--- src/rtl/serial_rx_pkg.sv ---
// Shared types and constants for the serial character receiver.
//   char_class_t : 3-bit class attached to each received character.
//   rx_state_t   : receiver FSM state.
//   classify()   : maps a character code to its class.
package serial_rx_pkg;

   typedef enum logic [2:0] {
      PRINTABLE  = 3'd0,
      ENTER      = 3'd1,
      TAB        = 3'd2,
      BACKSPACE  = 3'd3,
      ESCAPE     = 3'd4,
      CTRL_OTHER = 3'd5
   } char_class_t;

   typedef enum logic [1:0] {
      StIdle,
      StData,
      StParity,
      StStop
   } rx_state_t;

   localparam int unsigned CHR_CR  = 13;
   localparam int unsigned CHR_TAB = 9;
   localparam int unsigned CHR_BS  = 8;
   localparam int unsigned CHR_ESC = 27;
   localparam int unsigned CHR_DEL = 127;

   localparam int unsigned PARITY_NONE = 0;
   localparam int unsigned PARITY_EVEN = 1;
   localparam int unsigned PARITY_ODD  = 2;

   // Code is passed zero-extended so any DATA_BITS width classifies the same way.
   function automatic char_class_t classify(input int unsigned code);
      char_class_t cls;
      if (code == CHR_CR)                  cls = ENTER;
      else if (code == CHR_TAB)            cls = TAB;
      else if (code == CHR_BS)             cls = BACKSPACE;
      else if (code == CHR_ESC)            cls = ESCAPE;
      else if (code < 32 || code == CHR_DEL) cls = CTRL_OTHER;
      else                                 cls = PRINTABLE;
      return cls;
   endfunction

endpackage

--- src/rtl/char_fifo.sv ---
// Show-ahead FIFO holding received characters.
//   clk, reset : clock and synchronous active-high reset
//   push/wdata : write request and data; ignored when full unless a pop happens too
//   pop        : read request; ignored when empty
//   rdata      : head entry (meaningful only when !empty)
//   full/empty : occupancy flags
module char_fifo #(
   parameter int unsigned WIDTH = 11,
   parameter int unsigned DEPTH = 4
) (
   input  logic             clk,
   input  logic             reset,
   input  logic             push,
   input  logic [WIDTH-1:0] wdata,
   input  logic             pop,
   output logic [WIDTH-1:0] rdata,
   output logic             full,
   output logic             empty
);

   localparam int unsigned PtrW = $clog2(DEPTH);
   localparam int unsigned CntW = PtrW + 1;

   logic [WIDTH-1:0] mem_q [DEPTH];
   logic [WIDTH-1:0] mem_d [DEPTH];
   logic [PtrW-1:0]  wr_ptr_q, wr_ptr_d;
   logic [PtrW-1:0]  rd_ptr_q, rd_ptr_d;
   logic [CntW-1:0]  count_q, count_d;
   logic             do_push, do_pop;

   assign empty = (count_q == '0);
   assign full  = (count_q == CntW'(DEPTH));
   assign rdata = mem_q[rd_ptr_q];

   // A pop frees the slot in the same cycle, so a full FIFO can still take a push.
   assign do_pop  = pop && !empty;
   assign do_push = push && (!full || do_pop);

   always_comb begin
      mem_d    = mem_q;
      wr_ptr_d = wr_ptr_q;
      rd_ptr_d = rd_ptr_q;
      if (do_push) begin
         mem_d[wr_ptr_q] = wdata;
         wr_ptr_d        = wr_ptr_q + PtrW'(1);
      end
      if (do_pop) begin
         rd_ptr_d = rd_ptr_q + PtrW'(1);
      end
      count_d = count_q + CntW'(do_push) - CntW'(do_pop);
   end

   always_ff @(posedge clk) begin
      if (reset) begin
         for (int i = 0; i < int'(DEPTH); i++) mem_q[i] <= '0;
         wr_ptr_q <= '0;
         rd_ptr_q <= '0;
         count_q  <= '0;
      end else begin
         mem_q    <= mem_d;
         wr_ptr_q <= wr_ptr_d;
         rd_ptr_q <= rd_ptr_d;
         count_q  <= count_d;
      end
   end

endmodule

--- src/rtl/serial_char_receiver.sv ---
// Serial character receiver: deserialises start/data/(parity)/stop frames sampled on
// bit_en, validates parity and stop, classifies the character and queues it.
//   clk, reset      : clock and synchronous active-high reset
//   bit_en, data    : sample strobe and serial line (idles high, LSB first)
//   out_valid/ready : FIFO head handshake; out_code/out_class are 0 when empty
//   parity_err      : pulse, frame dropped on parity mismatch
//   framing_err     : pulse, frame dropped on a 0 stop bit
//   overflow        : pulse, good frame dropped because the FIFO was full
//   rx_busy         : FSM is not idle
module serial_char_receiver
   import serial_rx_pkg::*;
#(
   parameter int unsigned DATA_BITS   = 8,
   parameter int unsigned PARITY_MODE = 0,
   parameter int unsigned FIFO_DEPTH  = 4
) (
   input  logic                 clk,
   input  logic                 reset,
   input  logic                 bit_en,
   input  logic                 data,
   output logic                 out_valid,
   input  logic                 out_ready,
   output logic [DATA_BITS-1:0] out_code,
   output logic [2:0]           out_class,
   output logic                 parity_err,
   output logic                 framing_err,
   output logic                 overflow,
   output logic                 rx_busy
);

   localparam int unsigned CntW  = $clog2(DATA_BITS);
   localparam int unsigned FifoW = DATA_BITS + 3;

   rx_state_t            state_q, state_d;
   logic [DATA_BITS-1:0] shift_q, shift_d;
   logic [CntW-1:0]      cnt_q, cnt_d;
   logic                 par_bad_q, par_bad_d;
   logic                 commit_q, commit_d;
   logic                 perr_q, perr_d;
   logic                 ferr_q, ferr_d;

   char_class_t          cur_class;
   logic [FifoW-1:0]     head;
   logic                 fifo_full, fifo_empty;

   always_comb begin
      state_d   = state_q;
      shift_d   = shift_q;
      cnt_d     = cnt_q;
      par_bad_d = par_bad_q;
      commit_d  = 1'b0;
      perr_d    = 1'b0;
      ferr_d    = 1'b0;
      if (bit_en) begin
         unique case (state_q)
            StIdle: begin
               if (!data) begin
                  state_d   = StData;
                  cnt_d     = '0;
                  par_bad_d = 1'b0;
               end
            end
            StData: begin
               shift_d = {data, shift_q[DATA_BITS-1:1]};
               if (cnt_q == CntW'(DATA_BITS - 1)) begin
                  state_d = (PARITY_MODE != PARITY_NONE) ? StParity : StStop;
               end else begin
                  cnt_d = cnt_q + CntW'(1);
               end
            end
            StParity: begin
               // Even: XOR of data and parity must be 0; odd: must be 1.
               par_bad_d = ((^shift_q) ^ data) != (PARITY_MODE == PARITY_ODD);
               state_d   = StStop;
            end
            StStop: begin
               state_d = StIdle;
               if (!data)          ferr_d   = 1'b1;
               else if (par_bad_q) perr_d   = 1'b1;
               else                commit_d = 1'b1;
            end
            default: state_d = StIdle;
         endcase
      end
   end

   always_ff @(posedge clk) begin
      if (reset) begin
         state_q   <= StIdle;
         shift_q   <= '0;
         cnt_q     <= '0;
         par_bad_q <= 1'b0;
         commit_q  <= 1'b0;
         perr_q    <= 1'b0;
         ferr_q    <= 1'b0;
      end else begin
         state_q   <= state_d;
         shift_q   <= shift_d;
         cnt_q     <= cnt_d;
         par_bad_q <= par_bad_d;
         commit_q  <= commit_d;
         perr_q    <= perr_d;
         ferr_q    <= ferr_d;
      end
   end

   // shift_q is untouched until the first data bit of the next frame, so it still holds
   // the committed code during the push cycle.
   assign cur_class = classify(32'(shift_q));

   char_fifo #(
      .WIDTH (FifoW),
      .DEPTH (FIFO_DEPTH)
   ) u_fifo (
      .clk   (clk),
      .reset (reset),
      .push  (commit_q),
      .wdata ({cur_class, shift_q}),
      .pop   (out_ready),
      .rdata (head),
      .full  (fifo_full),
      .empty (fifo_empty)
   );

   assign out_valid   = !fifo_empty;
   assign out_code    = fifo_empty ? '0 : head[DATA_BITS-1:0];
   assign out_class   = fifo_empty ? 3'd0 : head[FifoW-1:DATA_BITS];
   assign parity_err  = perr_q;
   assign framing_err = ferr_q;
   assign overflow    = commit_q && fifo_full && !(out_valid && out_ready);
   assign rx_busy     = (state_q != StIdle);

endmodule

--- config.mk ---
export PLATFORM = sky130hd
export DESIGN_NAME = serial_char_receiver
export DESIGN_NICKNAME = d
export VERILOG_FILES = /design/src/rtl/serial_rx_pkg.sv /design/src/rtl/char_fifo.sv /design/src/rtl/serial_char_receiver.sv
export SDC_FILE = /design/constraint.sdc
export NUM_CORES = 1
export LEC_CHECK = 0
export ABC_CLOCK_PERIOD_IN_PS = 2400
export CAP_MARGIN = 20
export CORE_MARGIN = 4
export CORE_UTILIZATION = 53
export CTS_CLUSTER_SIZE = 24
export DETAILED_ROUTE_END_ITERATION = 10
export HOLD_SLACK_MARGIN = 0.15
export PLACE_DENSITY = 0.78
export SETUP_SLACK_MARGIN = 0.1
export SKIP_CTS_REPAIR_TIMING = 1
export SKIP_LAST_GASP = 1
export SYNTH_ARGS = -nofsm -noshare
export SYNTH_HDL_FRONTEND = slang
export SYNTH_SLANG_ARGS = --single-unit
--- constraint.sdc ---
create_clock -name clk -period 2.4 [get_ports clk]
set_clock_uncertainty 0.1 [all_clocks]
set_input_delay 0.36 -clock clk [delete_from_list [all_inputs] [get_ports clk]]
set_output_delay 0.36 -clock clk [all_outputs]
set_load 0.02 [all_outputs]
==> results.sh, run 1 <==
export IMPL_internal_power_w=0.00182
export IMPL_ys_warnings_count=0
export IMPL_htreeDepth=3
export IMPL_clock_power_share_pct=32.5
export IMPL_crit_cells=4
export IMPL_avgViaCountPerCell=5.57
export IMPL_run_status="complete, but fails checks"
export IMPL_fill_cells=474
export IMPL_synth_top_area_cell="dfxtp_1"
export IMPL_rsz0062_at_grt="true"
export IMPL_p_sw_share_pct=27.8
export IMPL_totalWireLength_mm=6.78
export IMPL_slew_viol_final=0
export IMPL_critPathSlowestCell="clkdlybuf4s50_1"
export IMPL_dieArea_sq_um=7590
export IMPL_yosys_cell_types_count=41
export IMPL_grt_util_all_layers_pct=19.0
export IMPL_syn_nets=361
export IMPL_dp_hpwl_mm=4.65
export IMPL_syn_inst=333
export IMPL_vdd_ir_drop_max_uv=347
export IMPL_cts_sinks=68
export IMPL_setup_violations=1
export IMPL_antenna_cells=0
export IMPL_critical_path_top_delay_family="buffers and inverters"
export IMPL_finalNetCount=389
export IMPL_ys_flop_type="dfxtp_1"
export IMPL_overflow=0
export IMPL_synth_area_leaders="dfxtp_1 41%, mux2i_1 11%, ha_1 8.3%"
export IMPL_grt_pass1_vias=2429
export IMPL_drive_gt1_share_pct=15.1
export IMPL_cts_tree="built"
export IMPL_synthesis_area_sq_um=3320
export IMPL_required_ns=1.94
export IMPL_clk_latency_ns=0.34
export IMPL_synth_edf_count=0
export IMPL_rr_worst_depth=8
export IMPL_ant_nets=0
export IMPL_period_needed_ns=2.54
export IMPL_synth_top_cell_area_share_pct=41.1
export IMPL_critPathBufInv=2
export IMPL_worst_slack_ns=-0.137
export IMPL_cts_buffers=9
export IMPL_violations="setup timing"
export IMPL_p_per_area_nw_per_um2=652
export IMPL_tns_ns=-0.137
export IMPL_avgRoutedWirePerCell_microns=15.4
export IMPL_antenna_found_initial=0
export IMPL_layout_worst_path_cycle_share_pct=106
export IMPL_drtPass1Iterations=4
export IMPL_place_gp_congestion=0.729
export IMPL_timing_fmax_ghz=0.394
export IMPL_power_frac_comb_pct=19.8
export IMPL_row_count=28
export IMPL_grt_max_degree=28
export IMPL_clk_path_buf_depth=2
export IMPL_ios=21
export IMPL_hold_violations=0
export IMPL_die_h_microns=87.1
export IMPL_root_buffer="clkbuf_8"
export IMPL_relSlewSlack_pct=66.9
export IMPL_hold_class="flip-flop to flip-flop"
export IMPL_ys_ff_latch=68
export IMPL_seqPwrFrac_pct=47.7
export IMPL_cp_max_fo=4
export IMPL_cts_reportedPaths_clkPinSlew_ns=0.07
export IMPL_drv_cap=0
export IMPL_synth_async_sr_flop_share_pct=0
export IMPL_final_util_pct=64.5
export IMPL_crit_chain="buf_4 > mux4_2 > and2_1 > clkdlybuf4s50_1"
export IMPL_slowest_delay_ns=0.53
export IMPL_vias=2451
export IMPL_stdcell_count=440
export IMPL_fp_dieW_microns=87.1
export IMPL_final_common_cell="dfxtp_1"
export IMPL_path_class="flip-flop to output pin"
export IMPL_layout_common_cells="65 x dfxtp_1, 43 x nor2_1, 35 x mux2i_1"
export IMPL_drc=0
export IMPL_numPortBuffers=20
export IMPL_start_kind="flip-flop"
export IMPL_power_leakage_nw=1.84
export IMPL_coreArea_sq_um=5990
export IMPL_worstHoldPathCells=1
export IMPL_initialDrtViolationCount=115
export IMPL_seq_area_frac_synth_pct=41.1
export IMPL_p_switching_w=0.000702
export IMPL_initial_core_util_pct=55.3
export IMPL_post_place_cells=425
export IMPL_worst_pin_slew_ns=0.495
export IMPL_arrival_ns=2.08
export IMPL_grt_pass1_wl_mm=11.3
export IMPL_syn_area_per_cell_sq_um=9.96
export IMPL_worstSetupEndpointType="output pin"
export IMPL_syn2layout_area_growth_pct=16.5
[area by class of cell]
type	count	area, sq um	area share (%)
Multi-Input combinational cell	229	1810	46.9
Sequential cell	68	1370	35.3
Timing Repair Buffer	36	360	9.33
Clock buffer	13	159	4.11
Tap cell	75	93.8	2.43
Inverter	17	63.8	1.65
Clock inverter	2	10.0	0.259
[cells in the mapped netlist, types with 2 or more instances]
master    number
xnor2_1        5
a32oi_1        2
nand3b_1       5
a21boi_0       2
clkbuf_1      13
and2_1        11
dfxtp_1       68
nor2_1        43
buf_6          4
inv_1         17
nor2b_1        3
buf_2          2
xor2_1         2
nand3_1       13
nand4_1        2
a311oi_1       2
a21oi_1       17
o21ai_0        6
nand3_2        3
o21bai_1       2
mux4_2        11
ha_1          22
o211ai_1       2
mux2i_1       35
a31oi_1        2
and3_1         2
nand2_1       23
[metrics by stage]
step                      total power, W  setup WS, ns  hold slack [ns]  instance area [sq um]
final                            0.00252        -0.137            0.364                   3860
after CTS                        0.00251        -0.227            0.356                   3800
after global placement           0.00167        -0.177            0.344                   3640
after floorplan                  0.00151         0.122            0.303                   3320
after detailed placement         0.00169        -0.253            0.356                   3640
after global routing             0.00263        -0.195            0.379                   3860
[power by group through the flow]
stage | Clock, W | Combinational [W] | Sequential [W]
finish | 0.000818 | 0.000499 | 0.00120
global route | 0.000881 | 0.000542 | 0.00121
CTS | 0.000840 | 0.000471 | 0.00120
detailed placement | 0 | 0.000469 | 0.00122
global placement | 0 | 0.000447 | 0.00122
floorplan | 0 | 0.000301 | 0.00121
[cell families after synthesis]
group	count (synthesis)	share of synthesized area [%]
AO/OA/AOI/OAI	41	7.81
XOR/XNOR	8	2.53
adder cells (fa/ha/maj)	23	8.91
buffers and inverters	36	5.06
flip-flops	68	41.1
multiplexers	46	18.0
AND/OR/NAND/NOR	111	16.6
[worst reg2reg max path, cell delays in order (launching register included)]
cell and delay, ns:
dfxtp_2 0.34, or4b_4 0.57, nand2_4 0.08, inv_2 0.05, ha_2 0.19, fa_2 0.41, xnor2_2 0.14, xnor2_1 0.19
nor2_1 0.07
[path summary, 6_finish.rpt]
kind | from | to | slack (ns)
max | u_fifo.rd_ptr_q[0]$_SDFFE_PP0P_ | out_class[0] | -0.14
min | par_bad_q$_SDFFE_PP0P_ | commit_q$_SDFF_PP0_ | 0.36
max reg2reg | u_fifo.count_q[1]$_SDFF_PP0_ | u_fifo.count_q[2]$_SDFF_PP0_ | 0.14
min reg2reg | par_bad_q$_SDFFE_PP0P_ | commit_q$_SDFF_PP0_ | 0.36
[state kept, by name, indices dropped and copies added, names as in the netlist]
signal / flops
u_fifo.count_q: 3
framing_err: 1
u_fifo.mem_q: 44
shift_q: 8
commit_q: 1
par_bad_q: 1
u_fifo.rd_ptr_q: 2
cnt_q: 3
u_fifo.wr_ptr_q: 2
parity_err: 1
state_q: 2
[routing by layer]
metal	wire length [microns]	part of all wire [%]	vias to the layer above	global-route usage, %
met5	0	0	-	0
met2	3400	50	33	32.3
met3	176	2.6	13	3.12
li1	-	-	1212	-
met1	3060	45	1193	23.6
met4	138	2.0	0	8.65
Note: power is estimated with default switching activity, not from simulation.
==> inputs of run 2 (changes only) <==
--- a/config.mk
+++ b/config.mk
@@ -16,6 +16,7 @@
 export SETUP_SLACK_MARGIN = 0.1
 export SKIP_CTS_REPAIR_TIMING = 1
 export SKIP_LAST_GASP = 1
+export SLEW_MARGIN = 20
 export SYNTH_ARGS = -nofsm -noshare
 export SYNTH_HDL_FRONTEND = slang
 export SYNTH_SLANG_ARGS = --single-unit
==> results of run 2 <==
Final layout, timing and power as in run 1 (identical DEF).
